===== src/rtl/tx_serializer.sv =====
// Parallel-to-serial frame transmitter: start bit, LSB-first payload, stop bit.
// Define TX_PARITY_EN to insert an even-parity bit between payload and stop.
module tx_serializer #(
  parameter int unsigned DATA_W   = 8,
  parameter int unsigned BAUD_DIV = 4
) (
  input  logic              CLK,
  input  logic              RESET,
  input  logic [DATA_W-1:0] DATA_IN,
  input  logic              PARALLEL_LOAD,
  input  logic              Tx_DATA,
  output logic              DOUT,
  output logic              BUSY,
  output logic              Tx_DONE
);

  localparam int unsigned CNT_W = 8;
  localparam int unsigned IDX_W = (DATA_W > 1) ? $clog2(DATA_W) : 1;
  localparam logic [CNT_W-1:0] CNT_LAST = CNT_W'(BAUD_DIV - 1);
  localparam logic [IDX_W-1:0] IDX_LAST = IDX_W'(DATA_W - 1);

`ifdef TX_PARITY_EN
  typedef enum logic [2:0] {
    S_IDLE   = 3'd0,
    S_START  = 3'd1,
    S_DATA   = 3'd2,
    S_PARITY = 3'd3,
    S_STOP   = 3'd4
  } state_t;
`else
  typedef enum logic [2:0] {
    S_IDLE  = 3'd0,
    S_START = 3'd1,
    S_DATA  = 3'd2,
    S_STOP  = 3'd4
  } state_t;
`endif

  state_t              state_q, state_d;
  logic [CNT_W-1:0]    cnt_q, cnt_d;
  logic [IDX_W-1:0]    idx_q, idx_d;
  logic [DATA_W-1:0]   hold_q, hold_d;
  logic [DATA_W-1:0]   shift_q, shift_d;
  logic                dout_q, dout_d;
  logic                busy_q, busy_d;
  logic                done_q, done_d;
  logic                bit_end_c;
`ifdef TX_PARITY_EN
  logic                parity_q, parity_d;
`endif

  assign bit_end_c = (cnt_q == CNT_LAST);

  // Next-state and registered-output logic; every bit lasts BAUD_DIV cycles.
  always_comb begin
    state_d  = state_q;
    cnt_d    = cnt_q;
    idx_d    = idx_q;
    hold_d   = PARALLEL_LOAD ? DATA_IN : hold_q;
    shift_d  = shift_q;
    dout_d   = dout_q;
    busy_d   = busy_q;
    done_d   = 1'b0;
`ifdef TX_PARITY_EN
    parity_d = parity_q;
`endif

    if (state_q != S_IDLE) begin
      cnt_d = bit_end_c ? '0 : cnt_q + CNT_W'(1);
    end

    case (state_q)
      S_IDLE: begin
        dout_d = 1'b1;
        busy_d = 1'b0;
        // hold_d already reflects a same-cycle load, so that word is sent
        if (Tx_DATA) begin
          state_d  = S_START;
          shift_d  = hold_d;
          cnt_d    = '0;
          idx_d    = '0;
          dout_d   = 1'b0;
          busy_d   = 1'b1;
`ifdef TX_PARITY_EN
          parity_d = ^hold_d;
`endif
        end
      end
      S_START: begin
        if (bit_end_c) begin
          state_d = S_DATA;
          dout_d  = shift_q[0];
        end
      end
      S_DATA: begin
        if (bit_end_c) begin
          if (idx_q == IDX_LAST) begin
`ifdef TX_PARITY_EN
            state_d = S_PARITY;
            dout_d  = parity_q;
`else
            state_d = S_STOP;
            dout_d  = 1'b1;
`endif
          end else begin
            idx_d   = idx_q + IDX_W'(1);
            shift_d = shift_q >> 1;
            dout_d  = shift_d[0];
          end
        end
      end
`ifdef TX_PARITY_EN
      S_PARITY: begin
        if (bit_end_c) begin
          state_d = S_STOP;
          dout_d  = 1'b1;
        end
      end
`endif
      S_STOP: begin
        if (bit_end_c) begin
          state_d = S_IDLE;
          dout_d  = 1'b1;
          busy_d  = 1'b0;
          done_d  = 1'b1;
        end
      end
      default: begin
        state_d = S_IDLE;
        dout_d  = 1'b1;
        busy_d  = 1'b0;
      end
    endcase
  end

  always_ff @(posedge CLK or negedge RESET) begin
    if (!RESET) begin
      state_q  <= S_IDLE;
      cnt_q    <= '0;
      idx_q    <= '0;
      hold_q   <= '0;
      shift_q  <= '0;
      dout_q   <= 1'b1;
      busy_q   <= 1'b0;
      done_q   <= 1'b0;
`ifdef TX_PARITY_EN
      parity_q <= 1'b0;
`endif
    end else begin
      state_q  <= state_d;
      cnt_q    <= cnt_d;
      idx_q    <= idx_d;
      hold_q   <= hold_d;
      shift_q  <= shift_d;
      dout_q   <= dout_d;
      busy_q   <= busy_d;
      done_q   <= done_d;
`ifdef TX_PARITY_EN
      parity_q <= parity_d;
`endif
    end
  end

  assign DOUT    = dout_q;
  assign BUSY    = busy_q;
  assign Tx_DONE = done_q;

endmodule

===== config.mk =====
export PLATFORM = sky130hd
export DESIGN_NAME = tx_serializer
export DESIGN_NICKNAME = d
export VERILOG_FILES = /design/src/rtl/tx_serializer.sv
export SDC_FILE = /design/constraint.sdc
export NUM_CORES = 1
export LEC_CHECK = 0
export ABC_AREA = 1
export ABC_CLOCK_PERIOD_IN_PS = 1300
export BUFFER_PORTS_ARGS = -buffer_cell sky130_fd_sc_hd__buf_2
export CAP_MARGIN = 20
export CORE_UTILIZATION = 52
export DETAILED_ROUTE_END_ITERATION = 8
export PLACE_DENSITY = 0.74
export SLEW_MARGIN = 40
export SYNTH_ARGS = -nofsm -noshare
export SYNTH_HDL_FRONTEND = slang
export SYNTH_SLANG_ARGS = --single-unit

===== constraint.sdc =====
create_clock -name CLK -period 1.3 [get_ports CLK]
set_input_delay 0.13 -clock CLK [delete_from_list [all_inputs] [get_ports CLK]]
set_output_delay 0.13 -clock CLK [all_outputs]
set_load 0.01 [all_outputs]

==> flow_results.org, run 1 <==
** Pwr
- Peak VDD IR :: 1.23 mV
- Internal :: 2.70 mW
- Pwr dens :: 2060 nW/um^2
- Switching power :: 2.05 mW
- Net switching fraction of the power :: 43.1%
- The design draws 4.75 mW.
- Share of power burned in the clock network :: 12.1%
- Sequential cells account for 31.4% of the total power.
- Power share of the combinational group :: 56.6%
- The analysis attributes to cell leakage a power of 1.20 nW.

** STA
- Final setup skew :: 0.00590 ns
- After layout, the minimum clock period comes to 1.46 ns.
- Setup repair after global routing could not meet its margin everywhere.
- Hold timing on the final database bottoms out at a slack of 0.0285 ns.
- Headroom to the max-slew limit came out at 78.7%.
- Setup violations remaining at the end of the flow were counted as 15.
- Timing would allow up to 0.687 GHz.
- Setup slack on the critical path of the routed design comes to -0.156 ns.
- Final count of pins violating max slew :: 0
- Least-Margin Pin Slew :: 0.320 ns
- The hold violation total from the final report is 0.
- Period utilisation layout :: 112%

** Clock tree
- Clock slew at reported path FFs :: 0.09 ns
- The tree is rooted in a clkbuf_4.
- The number of clock buffers added by TritonCTS is 5.
- Maximum number of buffers from clock root to sink :: 2
- For this design, the sink count on the clock tree is 33.
- TritonCTS clock tree :: done
- Clock Latency Late Sink :: 0.33 ns
- H-Tree Depth :: 2

** Worst setup path
- Required arrival time at the worst endpoint :: 1.52 ns
- WS Path Type :: flop to flop
- Data arrives at the worst endpoint at 1.68 ns.
- For flop-to-flop paths, the worst setup slack is -0.16 ns.
- Critical path fanouts, max :: 6
- STA classifies the critical path endpoint as a flop.
- The worst setup path is launched from a flop.

** Floorplan
- Height of the chip :: 59.5 um
- Die width :: 59.5 um
- The initial utilization of the core area, before any placement, comes to 55.4%.
- Floorplan die area :: 3540 sq um
- Pin placement for this block handled 15 I/O pins.
- In this run the standard cell core region covers 3100 sq um.
- FP Rows :: 20

** Global routing
- The first global-routing pass estimated 6470 um of wire.
- Entering global routing, the biggest net connects 15 pins.
- The initial antenna violation count is 0.
- Final global-route overflow total :: 0
- In the global route stage, overall resource usage came out at 25.6%.
- The number of global-route vias before repair was 1482.

** Place
- During placement, the flow inserted port buffers numbering 14.
- Minimum setup slack after placement :: -0.143 ns
- After legalization and detailed placement, the total HPWL measured 2600 um.
- Routability-driven placement finished with a final weighted congestion of 0.855.
- The placed instances occupy a cell area of 2010 sq um.

** Logic synthesis
- During synthesis, Yosys emitted a total of 0 warnings.
- Mean cell area of the mapped netlist :: 7.99 sq um
- Synthesized flop and latch total :: 33
- Synthesis handed over a netlist of 215 instances.
- Number of nets produced by synthesis :: 230
- For this run, the register share of the synthesized area comes to 48.1%.
- The mapped netlist covers 1720 sq um.
- The number of different library cells used by synthesis comes to 28.

** Final layout
- Design area :: 2300 sq um
- Fraction of layout instances using a drive strength above 1 :: 37.1%
- From synthesis to final layout, the design area changed by 33.9%.
- The repair_antennas step left the layout with diodes totalling 0.
- Most frequent cells in the layout :: nand2_1 (71), dfrtp_1 (30), buf_4 (25), nand3_1 (15), buf_2 (14)
- Most common library cell in the layout ignoring fill and taps :: nand2_1
- For this run, the post-layout net count is 279.

** Drt
- The count of nets left with antenna violations once routing finished came out at 0.
- In the final routed layout, each cell accounts on average for 14.4 um.
- After detailed routing, the number of remaining DRC violations is 0.
- The routed design has 4430 um of wire.
- In this run, the number of DRC markers left after iteration 0 of detailed routing was 96.
- Via/cell ratio :: 5.44
- Number of detailed-route iterations in the first pass :: 4
- Via count :: 1675

** Flow run
- Max-cap violations in this run came to 0.

** Hold path
- Worst hold-check path type :: input pin to flop

** Status
- Result of the run :: finished, violations left
- The final reports fail on setup timing.
-- worst max-delay path, stage by stage, from the launching register on --
cell and delay (ns):
dfrtp_1 0.41, ha_2 0.20, ha_4 0.17, inv_4 0.06, nand3_4 0.09, nand2_4 0.12, nand3_4 0.14, nand2_2 0.10
nand2_1 0.05
-- timing repair --
action / 4_1_cts / 5_1_grt
endpoints found under the setup margin: 18 / 25
cloned: 3 / 0
resized for setup: 9 / 35
pin swaps: 12 / 15
endpoints found under the hold margin: 33 / 0
buffers inserted: 2 / 5
hold buffers: 1 / 0
-- cells by family after synthesis --
logic type | synth area share [%]
simple gates | 35.5
flops | 48.1
buf+inv | 7.43
compound gates | 5.24
xor+xnor | 1.53
fa+ha+maj | 2.19
-- per-layer routing --
layer,up-vias,part of all wire (%),track usage [%]
met3,20,5.1,5.90
met2,55,49,41.1
li1,801,-,-
met5,-,0,0
met4,0,4.0,15.0
met1,799,42,31.5
-- sequential cells by signal, indices dropped and copies added, names as in the netlist --
| name | cells |
|---|---|
| shift_q | 8 |
| cnt_q | 8 |
| idx_q | 3 |
| state_q | 3 |
| DOUT | 1 |
| hold_q | 8 |
| BUSY | 1 |
| Tx_DONE | 1 |
-- layout make-up --
cell class,count,area (sq um)
inverters,20,82.6
repair buffers,47,364
multi-input cells,157,915
fillers,221,802
clock buffers,7,55.1
flip-flops and latches,33,830
well taps,44,55.1
-- power groups by stage --
| stage | clock [mW] | combinational [mW] | sequential (mW) |
|---|---|---|---|
| after detailed placement | 0 | 1.92 | 1.48 |
| after global routing | 0.629 | 2.89 | 1.51 |
| after CTS | 0.587 | 2.18 | 1.47 |
| after global placement | 0 | 1.90 | 1.47 |
| final | 0.573 | 2.69 | 1.49 |
| after floorplan | 0 | 1.30 | 1.48 |
-- stage by stage --
step | std cells | setup TNS (ns) | utilization [%]
after floorplan | 215 | -0.273 | -
after CTS | 303 | -0.795 | 69.2
after detailed placement | 290 | -1.54 | 64.7
after global routing | 308 | -2.70 | 74.2
final | 308 | -1.75 | 74.2
after global placement | 290 | -0.940 | 64.7
-- final timing paths --
kind | start | end | cells after the start
max | idx_q[1]$_DFFE_PN0P_ | shift_q[1]$_DFFE_PN0P_ | 8
min | DATA_IN[2] | hold_q[2]$_DFF_PN0_ | 3
max reg2reg | idx_q[1]$_DFFE_PN0P_ | shift_q[1]$_DFFE_PN0P_ | 8
min reg2reg | hold_q[0]$_DFF_PN0_ | hold_q[0]$_DFF_PN0_ | 2
max in group asynchronous | RESET | state_q[1]$_DFFE_PN0P_ | 3
min in group asynchronous | RESET | cnt_q[0]$_DFF_PN0_ | 2
-- cells in the mapped netlist (all sizes together) --
library cell / number / area (sq um)
a22o: 1 / 8.76
nand3b: 1 / 7.51
nand4: 13 / 81.3
dfrtp: 32 / 801
ha: 3 / 37.5
o21ai: 9 / 45.0
a21oi: 2 / 10.0
nor2: 11 / 51.3
xnor2: 1 / 8.76
inv: 20 / 77.6
xor2: 2 / 17.5
nand2: 87 / 353
o211ai: 1 / 7.51
buf: 7 / 50.1
dfstp: 1 / 26.3
nand3: 20 / 110
or2: 1 / 6.26
o22ai: 3 / 18.8
Note: power is estimated with default switching activity, not from simulation.
==> inputs of run 2 (changes only) <==
==> constraint.sdc (replaced) <==
create_clock -name CLK -period 1.3 [get_ports CLK]
set_input_delay 0.195 -clock CLK [delete_from_list [all_inputs] [get_ports CLK]]
set_output_delay 0.195 -clock CLK [all_outputs]
set_load 0.01 [all_outputs]
==> run 2 against run 1 <==
  * The run still ends with setup timing left
  * Hold slack improved by 0.061 ns
  * Non-clock buffer count fell by 4
  * Critical endpoint is now shift_q[6]$_DFFE_PN0P_
  * Die area unchanged
  * Fmax is 1.7% higher
  * Register-to-register slack gained 0.02 ns
  * Worst setup slack gained 0.024 ns
==> flow_results.org, run 2 (synthesized netlist as in run 1, its figures left out) <==
** STA
- Number of endpoints failing setup at the final stage :: 14 (-1)
- The maximum achievable frequency came to 0.699 GHz (+1.7%).
- The maximum clock skew at final layout came to 0.0143 ns (+0.00845 ns).
- Accumulated negative setup slack :: -1.23 ns (+0.525 ns)
- Final-layout worst hold slack :: 0.0895 ns (+0.0611 ns)
- Least-Margin Pin Slew :: 0.403 ns (+0.0827 ns)
- The hold violation total from the final report is 0 (unchanged).
- The share of the cycle needed by the critical path after routing came to 110% (-1.9 points).
- Final count of pins violating max slew :: 0 (unchanged)
- Post-route minimum period :: 1.43 ns (-0.0243 ns)
- Unrepaired setup endpoints after global routing :: true
- The relative slew slack is 73.1% (-5.5 points).
- The smallest setup slack after layout is -0.132 ns (+0.0243 ns).

** Pwr
- Total Power Consumption :: 4.86 mW (+2.2%)
- Leakage power :: 1.19 nW (-0.21%)
- Peak VDD IR :: 1.39 mV (+14%)
- Pwr dens :: 2120 nW/um^2 (+2.6%)

** Global routing
- The pin count of the biggest net entering global routing was 20 (+5).
- Wire length of the first global-routing pass :: 6040 um (-6.6%)
- The global-route total usage across every layer is 23.9% (-1.7 points).
- The initial antenna violation count was 0 (unchanged).
- Vias in the first global route :: 1366 (-7.8%)
- Final global-route overflow total :: 0 (unchanged)

** Final layout
- The area growth from synthesis to layout is 33.5%.
- Final non-filler cell total :: 306 (-0.65%)
- Design area :: 2290 sq um (-0.33%)
- The register area is 830 sq um (unchanged).
- The final antenna diode count came to 0 (unchanged).
- Nets@finish :: 276 (-1.1%)
- The library cell used most frequently in the layout, excluding fill and tap cells, is nand2_1.
- Fraction of layout instances using a drive strength above 1 :: 32.8% (-4.3 points)
- The filler cell count in the final layout came to 234 (+5.9%).
- Area occupied by multi-input gates :: 907 sq um (-0.82%)
- In the final layout, the registers with the most flip-flops are cnt_q (8), hold_q (8), shift_q (8).
- Final core utilization :: 73.9% (-0.24 points)
- Leaving out fill and tap cells, the most frequent cells in the layout are nand2_1 (77), dfrtp_1 (30), buf_4 (20), nand3_1 (17).

** Place
- Dpl cells :: 290 (unchanged)
- Placed cell area :: 2010 sq um (unchanged)
- The half-perimeter wire length after placement came to 2620 um (+0.50%).
- Minimum setup slack after placement :: -0.130 ns (+0.0133 ns)
- Number of I/O port buffers :: 14 (unchanged)
- The global placement routability congestion is 0.845 (-1.1%).

** Drt
- The wire length reported by the detailed router was 4370 um (-1.4%).
- The iteration-0 DRC count of the detailed router was 79 (-18%).
- Number of detailed-route iterations in the first pass :: 5 (+1)
- The routed via count divided by cell count was 5.27 (-3.1%).
- DRC violation count after routing :: 0 (unchanged)
- Avg WL per Cell :: 14.3 um (-0.75%)
- The number of vias in the routed layout was 1612 (-3.8%).
- The number of routed nets with antenna violations came to 0 (unchanged).

** Clock tree
- CTS placed an instance of clkbuf_4 at the clock tree root.
- The largest buffer count on any clock path is 2 (unchanged).
- H-Tree Depth :: 2 (unchanged)
- Clock Sinks :: 33 (unchanged)
- TritonCTS clock tree :: done
- Clock Latency Late Sink :: 0.35 ns (+0.02 ns)
- Clock slew at reported path FFs :: 0.11 ns (+0.02 ns)
- TritonCTS buffer count :: 5 (unchanged)

** Floorplan
- Num ports :: 15 (unchanged)
- The number of placement rows was 20 (unchanged).
- The full die area was 3540 sq um (unchanged).
- The overall die height came to 59.5 um (unchanged).
- The starting utilization of the core area is 55.4% (unchanged).
- The placeable core area came to 3100 sq um (unchanged).
- The width of the chip came to 59.5 um (unchanged).

** Status
- The final reports fail on setup timing.
- Result of the run :: finished, violations left

** Worst setup path
- The worst-case register-to-register setup slack was -0.13 ns (+0.02 ns).
- The setup path with the least slack is of type flop to flop.
- The required time at the worst-slack endpoint was 1.54 ns (+0.02 ns).
- Register-to-Register Path Depth :: 8 (unchanged)
- Critical path fanouts, max :: 6 (unchanged)
- Arrival @ worst endpoint :: 1.67 ns (about the same)
- STA classifies the critical path endpoint as a flop.
- Category of the worst setup path launch point :: flop

** Hold path
- Hold Path Cell Cnt :: 3 (unchanged)
- The worst hold path belongs to the class input pin to flop.

** Flow run
- The max-cap check violation count is 0 (unchanged).
-- run 2: where the power goes --
part / switching [mW] / total (mW) / internal, mW
Clock: 0.356 / 0.815 / 0.459
Sequential: 0.167 / 1.47 / 1.31
Combinational: 1.52 / 2.57 / 1.04
Total: 2.05 / 4.86 / 2.81
-- run 2: final timing paths --
path	start	to
worst min-delay path	DATA_IN[3]	hold_q[3]$_DFF_PN0_
worst max register to register	idx_q[1]$_DFFE_PN0P_	shift_q[6]$_DFFE_PN0P_
max in group asynchronous	RESET	DOUT$_DFFE_PN1P_
worst min register to register	hold_q[6]$_DFF_PN0_	hold_q[6]$_DFF_PN0_
worst max-delay path	idx_q[1]$_DFFE_PN0P_	shift_q[6]$_DFFE_PN0P_
min in group asynchronous	RESET	cnt_q[3]$_DFF_PN0_
-- run 2: cell type report --
cell class	instances	share of cell area, %
multi-input combinational	158	39.6
sequential	33	36.2
timing repair buffer	43	14.3
inverter	20	3.82
clock buffer	7	2.40
tap	44	2.40
clock inverter	1	1.31
-- run 2: critical path, cell delays in order (launching register included) --
cell,delay [ns]
dfrtp_1,0.40
ha_2,0.21
ha_4,0.18
inv_4,0.06
nand3_4,0.10
nand2_8,0.12
nand3_4,0.11
nand2_1,0.08
nand2_1,0.06
-- run 2: routing by layer --
layer	GRT usage (%)	vias to the layer above	routed length, um
met2	38.2	49	2130
met4	10.2	0	99
met3	7.42	9	200
met5	0	-	0
li1	-	799	-
met1	29.7	755	1940
-- run 2: what timing repair did --
item | CTS | global route
pin swaps | 18 | 13
endpoints found under the setup margin | 16 | 22
hold buffers | 1 | 0
buffers inserted | 2 | 2
endpoints found under the hold margin | 14 | 0
gates cloned | 2 | 2
gates resized for setup | 11 | 26
